--- src/rtl/atm_txn_controller.sv ---
// ATM transaction sequencer: card/PIN gating of deposit and withdraw requests,
// balance register ownership, and arbitration of simultaneous requests.
module atm_txn_controller #(
  parameter int          BAL_W     = 8,
  parameter int          INIT_BAL  = 50,
  parameter int          STEP      = 10,
  parameter logic [11:0] PIN_CODE  = 12'h123,
  parameter int          MAX_TRIES = 3
) (
  input  logic             clk,
  input  logic             reset,
  input  logic             card_in,
  input  logic [3:0]       pin_digit,
  input  logic             pin_valid,
  input  logic             dep_pulse,
  input  logic             wd_pulse,
  input  logic             done_btn,
  output logic [BAL_W-1:0] balance,
  output logic [1:0]       state,
  output logic             dispense,
  output logic             err,
  output logic [1:0]       err_code
);

  typedef enum logic [1:0] {
    IDLE   = 2'd0,
    PIN    = 2'd1,
    ACTIVE = 2'd2,
    LOCKED = 2'd3
  } state_t;

  localparam int               TRY_W     = $clog2(MAX_TRIES + 1);
  localparam logic [BAL_W:0]   STEP_X    = (BAL_W + 1)'(STEP);
  localparam logic [BAL_W-1:0] INIT_V    = BAL_W'(INIT_BAL);
  localparam logic [TRY_W-1:0] TRY_LIMIT = TRY_W'(MAX_TRIES);

  state_t           state_q, state_d;
  logic [BAL_W-1:0] bal_d;
  logic             disp_d, err_d;
  logic [1:0]       code_d;
  logic [1:0]       cnt_q, cnt_d;
  logic [11:0]      shift_q, shift_d;
  logic [TRY_W-1:0] tries_q, tries_d;

  logic [BAL_W:0]   dep_sum, wd_diff;
  logic             dep_ok, wd_ok;
  logic [11:0]      shifted;
  logic [TRY_W-1:0] tries_inc;

  // One extra bit of headroom so overflow shows up as the carry bit.
  assign dep_sum   = {1'b0, balance} + STEP_X;
  assign wd_diff   = {1'b0, balance} - STEP_X;
  assign dep_ok    = ~dep_sum[BAL_W];
  assign wd_ok     = ({1'b0, balance} >= STEP_X);
  assign shifted   = {shift_q[7:0], pin_digit};
  assign tries_inc = tries_q + 1'b1;
  assign state     = state_q;

  always_comb begin
    state_d = state_q;
    bal_d   = balance;
    disp_d  = 1'b0;
    err_d   = 1'b0;
    code_d  = err_code;
    cnt_d   = cnt_q;
    shift_d = shift_q;
    tries_d = tries_q;
    case (state_q)
      IDLE: begin
        if (card_in) begin
          state_d = PIN;
          cnt_d   = 2'd0;
          shift_d = 12'd0;
        end
      end
      PIN: begin
        if (!card_in) begin
          state_d = IDLE;
        end else if (pin_valid) begin
          shift_d = shifted;
          if (cnt_q == 2'd2) begin
            cnt_d = 2'd0;
            if (shifted == PIN_CODE) begin
              state_d = ACTIVE;
              tries_d = '0;
            end else begin
              err_d   = 1'b1;
              code_d  = 2'd1;
              tries_d = tries_inc;
              if (tries_inc == TRY_LIMIT) state_d = LOCKED;
            end
          end else begin
            cnt_d = cnt_q + 2'd1;
          end
        end
      end
      ACTIVE: begin
        // Card removal wins over everything, including same-cycle requests.
        if (!card_in) begin
          state_d = IDLE;
        end else begin
          if (dep_pulse) begin
            if (dep_ok) begin
              bal_d = dep_sum[BAL_W-1:0];
            end else begin
              err_d  = 1'b1;
              code_d = 2'd3;
            end
            if (wd_pulse) begin
              err_d  = 1'b1;
              code_d = 2'd3;
            end
          end else if (wd_pulse) begin
            if (wd_ok) begin
              bal_d  = wd_diff[BAL_W-1:0];
              disp_d = 1'b1;
            end else begin
              err_d  = 1'b1;
              code_d = 2'd2;
            end
          end
          if (done_btn) state_d = IDLE;
        end
      end
      LOCKED: begin
        state_d = LOCKED;
      end
      default: begin
        state_d = IDLE;
      end
    endcase
  end

  always_ff @(posedge clk) begin
    if (reset) begin
      state_q  <= IDLE;
      balance  <= INIT_V;
      dispense <= 1'b0;
      err      <= 1'b0;
      err_code <= 2'd0;
      cnt_q    <= 2'd0;
      shift_q  <= 12'd0;
      tries_q  <= '0;
    end else begin
      state_q  <= state_d;
      balance  <= bal_d;
      dispense <= disp_d;
      err      <= err_d;
      err_code <= code_d;
      cnt_q    <= cnt_d;
      shift_q  <= shift_d;
      tries_q  <= tries_d;
    end
  end

endmodule

--- config.mk ---
export PLATFORM = sky130hd
export DESIGN_NAME = atm_txn_controller
export DESIGN_NICKNAME = d
export VERILOG_FILES = /design/src/rtl/atm_txn_controller.sv
export SDC_FILE = /design/constraint.sdc
export NUM_CORES = 1
export LEC_CHECK = 0
export ABC_CLOCK_PERIOD_IN_PS = 2200
export BUFFER_PORTS_ARGS = -buffer_cell sky130_fd_sc_hd__buf_2
export CORE_ASPECT_RATIO = 1.2
export CORE_MARGIN = 2
export CORE_UTILIZATION = 45
export CTS_CLUSTER_DIAMETER = 60
export DETAILED_ROUTE_END_ITERATION = 7
export GPL_TIMING_DRIVEN = 0
export PLACE_DENSITY = 0.69
export SETUP_SLACK_MARGIN = 0.05
export SYNTH_ARGS = -nofsm -noshare
export SYNTH_HDL_FRONTEND = slang
export SYNTH_SLANG_ARGS = --single-unit
--- constraint.sdc ---
create_clock -name clk -period 2.2 [get_ports clk]
set_clock_uncertainty 0.2 [all_clocks]
set_input_delay 0.22 -clock clk [delete_from_list [all_inputs] [get_ports clk]]
set_output_delay 0.22 -clock clk [all_outputs]
set_load 0.1 [all_outputs]
==> results.sh, run 1 <==
export IMPL_status="completed"
export IMPL_worstReg2RegStart="state[1]"
export IMPL_crit_top_cell="nand2_1"
export IMPL_n_antenna_cell=0
export IMPL_setup_violations=0
export IMPL_min_period_ns=2.06
export IMPL_layout_nets=223
export IMPL_layout_common_cells="buf_2, nor2_1, nand2_1, dfxtp_1, a21oi_1"
export IMPL_wl_per_cell_um=14.1
export IMPL_p_per_area_mw_per_mm2=509
export IMPL_final_common_cell="buf_2"
export IMPL_cp_slowest_cell="dfxtp_4"
export IMPL_path_class="reg -> reg"
export IMPL_slew_headroom_pct=56.2
export IMPL_finalWeightedCongestion=0.839
export IMPL_die_width_um=55.3
export IMPL_drc_errors=0
export IMPL_critPathTopFamily="buffers and inverters"
export IMPL_synth_edf_count=0
export IMPL_grt_max_degree=14
export IMPL_worst_slack_ns=0.139
export IMPL_ant_nets=0
export IMPL_synth_cells=171
export IMPL_cp_slowest_stage_delay_ns=0.39
export IMPL_htreeDepth=1
export IMPL_clock_fmax_mhz=485
export IMPL_area_growth_pct=20.1
export IMPL_overflow=0
export IMPL_finalHoldViolCount=0
export IMPL_ys_types=45
export IMPL_fin_cells=239
export IMPL_cts_buffers=3
export IMPL_synth_cell_area_mm2=0.00142
export IMPL_yosys_register_bits=25
export IMPL_grt_first_pass_wirelength_um=5420
export IMPL_num_rows=22
export IMPL_avgSynthCellArea_um2=8.32
export IMPL_cts_root_buf="clkbuf_4"
export IMPL_rsz0062_at_grt="true"
export IMPL_grt_pass1_vias=1292
export IMPL_tightestPinTransition_ns=0.655
export IMPL_start_util_pct=47.0
export IMPL_drv_slew=0
export IMPL_path_cells="inv_1, ha_1, clkbuf_1, mux2_2, nand2_1, clkbuf_2, nand2_1, a21oi_1"
export IMPL_drv_cap=0
export IMPL_crit_start="state[1]"
export IMPL_tritoncts="yes"
export IMPL_drive_gt1_share_pct=24.1
export IMPL_antenna_found_initial=0
export IMPL_first_pass_iters=4
export IMPL_hpwlAfterDp_um=2380
export IMPL_coreArea_mm2=0.00303
export IMPL_startpoint_type="flip-flop"
export IMPL_syn_nets=190
export IMPL_cts_sinks=25
export IMPL_drt_initial_drc_count=63
export IMPL_die_area_mm2=0.00363
export IMPL_clockBufferDepth=2
export IMPL_io_buffers=20
export IMPL_min_from="pin_valid"
export IMPL_setup_tns_ns=0
export IMPL_ys_seq_area_share_pct=35.2
export IMPL_synthArstFlopShare_pct=0
export IMPL_clock_latency_ns=0.32
export IMPL_required_ns=2.25
export IMPL_die_h_um=65.6
export IMPL_worstPathArrival_ns=2.11
export IMPL_crit_fanout=10
export IMPL_avgViaCountPerCell=5.81
export IMPL_ir_worst_vdd_mv=0.289
export IMPL_wl_um=3370
export IMPL_hp_class="in -> reg"
export IMPL_synth_ff_type="dfxtp_1"
export IMPL_place_ws_ns=0.0491
export IMPL_placed_cells=227
export IMPL_vias=1389
export IMPL_clk_pin_slew_ns=0.14
export IMPL_leakage_nw=0.656
export IMPL_ys_warn_count=0
export IMPL_min_period_over_period_pct=93.7
export IMPL_io_pins=25
export IMPL_cp_end_kind="flip-flop"
export IMPL_fin_util_pct=56.4
export IMPL_grt_usage_pct=18.5
export IMPL_worst_path_buf_inv=3
area by class of cell:
type                            count  area, µm²
Buffer                             12       60.1
Sequential cell                    25        527
Multi-Input combinational cell    124        840
Fill cell                         304       1320
Tap cell                           36       45.0
Timing Repair Buffer               28        173
Clock buffer                        4       26.3
Inverter                           10       37.5
Yosys cell counts, drive strengths merged, types with 2 or more instances:
master / instances / area, µm²
a211oi: 3 / 35.0
a21oi: 14 / 70.1
a22oi: 3 / 22.5
a31o: 2 / 17.5
buf: 3 / 23.8
clkbuf: 9 / 33.8
dfxtp: 25 / 500
ha: 8 / 100
inv: 10 / 37.5
mux2: 2 / 22.5
mux2i: 5 / 50.1
nand2: 18 / 67.6
nand3: 5 / 25.0
nand4: 8 / 50.1
nor2: 20 / 75.1
nor2b: 3 / 18.8
nor3: 3 / 20.0
nor4: 2 / 12.5
nor4b: 2 / 17.5
o211ai: 3 / 22.5
o21ai: 3 / 26.3
o311a: 2 / 20.0
xnor2: 2 / 17.5
worst register-to-register path, stage by stage (launching register included):
cell and delay (ns):
dfxtp_4 0.39, inv_1 0.09, ha_1 0.15, clkbuf_1 0.27
mux2_2 0.38, nand2_1 0.08, clkbuf_2 0.22, nand2_1 0.08
a21oi_1 0.13
layer usage:
layer	part of all wire [%]	GRT usage, %
met1	43	20.9
met2	52	34.7
met3	3.8	2.95
met4	0.92	7.01
met5	0	0
logic make-up after synthesis:
| logic type | share of synthesized area (%) |
|---|---|
| and+or+nand+nor | 23.2 |
| AOI/OAI and AO/OA | 21.3 |
| DFF | 35.2 |
| buffers and inverters | 6.68 |
| adders and majority gates | 7.04 |
| muxes | 5.10 |
| xor gates and xnor gates | 1.23 |
| other | 0.264 |
path summary, 6_finish.rpt:
path	to	slack, ns	depth (start not counted)
min reg2reg	shift_q[7]	0.27	2
min	shift_q[7]	0.06	3
max reg2reg	shift_q[4]	0.14	8
max	shift_q[4]	0.14	8
registers in the layout (all words and copies together), names as in the netlist:
| register | cells |
|---|---|
| cnt_q | 2 |
| shift_q | 8 |
| err | 1 |
| tries_q | 2 |
| err_code | 2 |
| balance | 7 |
| state | 2 |
| dispense | 1 |
per-stage QoR:
stage / hold WS, ns / total power, mW / instance area, µm²
CTS: 0.0478 / 0.868 / 1690
detailed placement: 0.251 / 0.653 / 1590
finish: 0.0560 / 0.869 / 1710
floorplan: 0.170 / 0.615 / 1450
global placement: 0.242 / 0.649 / 1590
global route: 0.0548 / 0.904 / 1710
where the power goes:
group          internal, mW  switching (mW)
logic                0.0604           0.131
registers             0.457         0.00914
clock network        0.0709           0.141
total                 0.589           0.281
timing repair:
action	CTS	global route
gates cloned	0	0
pin swaps	1	0
setup endpoints to repair	1	15
setup buffers	3	0
hold buffers	5	0
endpoints found under the hold margin	5	0
gates resized for setup	0	6
Power figures use the tool's default switching activity.
==> run 2, diff against run 1 <==
Settings changed: CORE_UTILIZATION 45 to 50, PLACE_DENSITY 0.69 to 0.76.
==> run 2 against run 1 <==
- total power rose by 0.11%
- largest cell class unchanged
- via count fell by 0.58%
- combinational power barely moved
==> results.sh, run 2 (same netlist as run 1, synthesis figures left out) <==
export IMPL_status="completed"
export IMPL_wl_um=3410
export IMPL_worstReg2RegStart="balance[4]"
export IMPL_clk_pin_slew_ns=0.14
export IMPL_cts_root_buf="clkbuf_4"
export IMPL_area_growth_pct=20.1
export IMPL_grt_usage_pct=22.4
export IMPL_wl_met3_um=136
export IMPL_leakage_nw=0.660
export IMPL_layout_nets=223
export IMPL_p_per_area_mw_per_mm2=509
export IMPL_drv_slew=0
export IMPL_drt_met1_wl_um=1400
export IMPL_ant_nets=0
export IMPL_num_rows=21
export IMPL_htreeDepth=1
export IMPL_slew_headroom_pct=64.3
export IMPL_hp_class="in -> reg"
export IMPL_coreArea_mm2=0.00276
export IMPL_clock_fmax_mhz=485
export IMPL_worstRegToRegCells=7
export IMPL_wl_per_cell_um=14.4
export IMPL_min_period_over_period_pct=93.7
export IMPL_first_pass_iters=4
export IMPL_required_ns=2.28
export IMPL_cts_sinks=25
export IMPL_met2_length_um=1810
export IMPL_die_width_um=52.7
export IMPL_die_area_mm2=0.00329
export IMPL_start_util_pct=51.6
export IMPL_min_from="pin_valid"
export IMPL_drt_initial_drc_count=37
export IMPL_r2r_end="balance[3]"
export IMPL_min_to="shift_q[5]"
export IMPL_layout_common_cells="buf_2, nor2_1, nand2_1, dfxtp_1, a21oi_1"
export IMPL_setup_violations=0
export IMPL_clock_latency_ns=0.32
export IMPL_hold_path_depth=3
export IMPL_min_period_ns=2.06
export IMPL_largest_reg_flops=8
export IMPL_path_class="reg -> reg"
export IMPL_clockBufferDepth=2
export IMPL_grt_max_degree=15
export IMPL_r2r_setup_slack_ns=0.14
export IMPL_antenna_found_initial=0
export IMPL_drv_cap=0
export IMPL_worstPathArrival_ns=2.14
export IMPL_highest_layer="met4"
export IMPL_vias=1381
export IMPL_final_common_cell="buf_2"
export IMPL_crit_fanout=9
export IMPL_hpwlAfterDp_um=2440
export IMPL_cp_end_kind="flip-flop"
export IMPL_finalHoldViolCount=0
export IMPL_tritoncts="yes"
export IMPL_ir_worst_vdd_mv=0.366
export IMPL_startpoint_type="flip-flop"
export IMPL_cts_buffers=3
export IMPL_stdcell_area_mm2=0.00171
export IMPL_largest_register="shift_q"
export IMPL_hold_slack_ns=0.0412
export IMPL_largestRegisters="shift_q x8, balance x7"
export IMPL_crit_start="balance[4]"
export IMPL_grt_pass1_vias=1340
export IMPL_rsz0062_at_grt="false"
export IMPL_drc_errors=0
export IMPL_fin_cells=237
export IMPL_dpl_cell_area_mm2=0.00159
export IMPL_overflow=0
export IMPL_finalWeightedCongestion=0.799
export IMPL_setup_tns_ns=0
export IMPL_drive_gt1_share_pct=24.6
export IMPL_io_pins=25
export IMPL_n_antenna_cell=0
export IMPL_tightestPinTransition_ns=0.536
export IMPL_placed_cells=225
export IMPL_io_buffers=20
export IMPL_grt_first_pass_wirelength_um=5750
export IMPL_die_h_um=62.4
export IMPL_p_total_mw=0.870
export IMPL_avgViaCountPerCell=5.83
==> run 2: worst max-delay path, cell delays in order, from the launching register on <==
cell	delay (ns)
dfxtp_4	0.37
buf_6	0.13
or4_4	0.53
o21ai_4	0.20
a211oi_4	0.11
buf_4	0.16
a211oi_1	0.20
a31o_1	0.12
==> run 2: power breakdown <==
group          leakage, nW  total, mW  internal [mW]  switching (mW)
sequential           0.205      0.467          0.457         0.00966
combinational        0.437      0.191         0.0600           0.131
clock               0.0177      0.212         0.0681           0.144
==> run 2: what timing repair did <==
item	in CTS	in global routing
setup endpoints to repair	1	14
hold buffers	5	0
hold endpoints to repair	5	0
setup buffers	3	0
gates resized for setup	0	6
pin swaps	1	0
==> run 2: worst max path at each step <==
stage,to,slack [ns]
global route,cnt_q[0],0.05
detailed placement,balance[7],0.05
floorplan,balance[7],0.06
global placement,balance[7],0.11
CTS,cnt_q[0],0.06
finish,balance[3],0.14
==> run 2: layer usage <==
metal  GRT usage, %  up-vias
met3           2.15        6
met5              0        -
met1           26.1      652
met2           40.8       46
met4           8.01        0
li1               -      677
==> run 2: through the flow <==
stage | utilization [%] | worst slack [ns]
after floorplan | - | 0.0560
after global placement | 57.7 | 0.110
after detailed placement | 57.7 | 0.0541
after CTS | 61.3 | 0.0643
after global routing | 62.0 | 0.0540
final | 62.0 | 0.138
==> run 2: area by class of cell <==
cell class                 instances  area [µm²]
clock buffer                       3        22.5
sequential                        25         527
multi-input combinational        124         842
clock inverter                     1        5.00
inverter                          10        37.5
timing repair buffer              28         173
fill                             254        1050
tap                               34        42.5
buffer                            12        60.1
==> run 3, diff against run 2 <==
Settings changed: ABC_CLOCK_PERIOD_IN_PS 2200 to 2100.
Clock period 2.2 ns to 2.1 ns, I/O delays scaled along.
==> run 3 against run 2 <==
- clock power up 10%
- sequential share of layout area down 1.2 points
- worst hold slack worse by 0.0095 ns
- global-route usage down 0.16 points
- final cell count up 1.3%
==> results.sh, run 3 (same netlist as run 1, synthesis figures left out) <==
export IMPL_grt_first_pass_wirelength_um=5760
export IMPL_num_rows=21
export IMPL_clockBufferDepth=2
export IMPL_drt_initial_drc_count=53
export IMPL_grt_busiest_layer="met2"
export IMPL_fin_util_pct=64.4
export IMPL_finalHoldViolCount=0
export IMPL_cts_root_buf="clkbuf_4"
export IMPL_p_int_mw=0.617
export IMPL_cp_slowest_cell="or4_4"
export IMPL_io_pins=25
export IMPL_layout_common_cells="buf_2, nor2_1, nand2_1, dfxtp_1, a21oi_1"
export IMPL_path_cells="or4_4, o21ai_4, a211oi_4, buf_6, a211oi_2, a31oi_1"
export IMPL_setup_violations=0
export IMPL_ant_nets=0
export IMPL_layout_nets=226
export IMPL_clock_fmax_mhz=503
export IMPL_crit_fanout=8
export IMPL_p_sw_mw=0.307
export IMPL_largest_register="shift_q"
export IMPL_status="completed"
export IMPL_slew_headroom_pct=62.8
export IMPL_startpoint_type="flip-flop"
export IMPL_tightestPinTransition_ns=0.558
export IMPL_p_comb_share_pct=21.8
export IMPL_worstReg2RegStart="balance[4]"
export IMPL_n_antenna_cell=0
export IMPL_ir_worst_vdd_mv=0.318
export IMPL_stdcell_area_mm2=0.00178
export IMPL_antenna_found_initial=0
export IMPL_swShare_pct=33.2
export IMPL_io_buffers=20
export IMPL_min_period_ns=1.99
export IMPL_start_util_pct=51.6
export IMPL_avgViaCountPerCell=5.87
export IMPL_wl_per_cell_um=14.4
export IMPL_hp_class="in -> reg"
export IMPL_required_ns=2.12
export IMPL_die_h_um=62.4
export IMPL_drc_errors=0
export IMPL_use_met3_pct=3.11
export IMPL_met1_usage_pct=27.3
export IMPL_min_period_over_period_pct=94.7
export IMPL_grt_max_degree=16
export IMPL_die_width_um=52.7
export IMPL_dpl_cell_area_mm2=0.00161
export IMPL_min_from="pin_valid"
export IMPL_htreeDepth=1
export IMPL_grt_usage_pct=22.2
export IMPL_leakage_nw=0.677
export IMPL_p_per_area_mw_per_mm2=520
export IMPL_worstRegToRegCells=6
export IMPL_overflow=0
export IMPL_vias=1409
export IMPL_final_common_cell="buf_2"
export IMPL_cp_end_kind="flip-flop"
export IMPL_crit_start="balance[4]"
export IMPL_drive_gt1_share_pct=29.6
export IMPL_clock_latency_ns=0.33
export IMPL_rsz0062_at_grt="true"
export IMPL_die_area_mm2=0.00329
export IMPL_coreArea_mm2=0.00276
export IMPL_grt_pass1_vias=1359
export IMPL_tritoncts="yes"
export IMPL_worstPathArrival_ns=2.01
export IMPL_drv_cap=0
export IMPL_drv_slew=0
export IMPL_hold_path_depth=3
export IMPL_clk_pin_slew_ns=0.15
export IMPL_largest_reg_flops=8
export IMPL_hpwlAfterDp_um=2360
export IMPL_largestRegisters="shift_q x8, balance x7"
export IMPL_finalWeightedCongestion=0.800
export IMPL_clockPowerShare_pct=25.3
export IMPL_wl_um=3460
export IMPL_cts_sinks=25
export IMPL_path_class="reg -> reg"
export IMPL_area_growth_pct=25.0
export IMPL_p_seq_share_pct=52.9
export IMPL_cts_buffers=3
export IMPL_gr_usage_met2_pct=37.7
export IMPL_cp_slowest_stage_delay_ns=0.56
export IMPL_first_pass_iters=4
==> run 3: timing repair <==
item	CTS	global route
endpoints found under the setup margin	4	19
pin swaps	1	5
hold endpoints to repair	5	0
setup buffers	3	5
resized for setup	2	7
hold buffers	5	0
==> run 3: routing by layer <==
layer	share of wire, %	up-vias
met2	51	35
met1	43	688
met3	3.8	8
met4	1.9	0
li1	-	678
met5	0	-
==> run 3: final cells by class <==
type / count / area, µm²
plain buffers: 10 / 45.0
multi-input cells: 124 / 882
repair buffers: 33 / 214
clock buffers: 3 / 22.5
fillers: 246 / 981
clock inverters: 1 / 7.51
inverters: 10 / 37.5
flip-flops and latches: 25 / 527
well taps: 34 / 42.5
==> run 3: power by group through the flow <==
stage | logic [mW] | registers, mW | clock network, mW
after global routing | 0.219 | 0.492 | 0.258
after floorplan | 0.114 | 0.532 | 0
after CTS | 0.195 | 0.489 | 0.239
after global placement | 0.182 | 0.498 | 0
final | 0.201 | 0.489 | 0.234
after detailed placement | 0.185 | 0.499 | 0
==> run 3: metrics by stage <==
step	power [mW]	hold slack (ns)	setup TNS [ns]	std cells	setup slack, ns
3_3_place_gp	0.680	0.238	0	225	0.000461
6_report	0.924	0.0318	0	240	0.110
5_1_grt	0.969	0.00407	0	240	0.0412
4_1_cts	0.923	0.00909	0	237	0.0630
3_5_place_dp	0.684	0.250	0	225	0.00277
2_1_floorplan	0.646	0.160	-0.0323	171	-0.0323
==> run 3: worst max-delay path: cells and delay by family, from the launching register on <==
kind / cells / cell delay (ns)
DFF: 1 / 0.41
and+or+nand+nor: 1 / 0.56
AOI/OAI and AO/OA: 4 / 0.57
buffers and inverters: 1 / 0.14
==> run 3: path summary, 6_finish.rpt <==
| kind | slack (ns) | end |
|---|---|---|
| min reg2reg | 0.27 | shift_q[6] |
| max | 0.11 | balance[5] |
| min | 0.03 | shift_q[5] |
| max reg2reg | 0.11 | balance[5] |
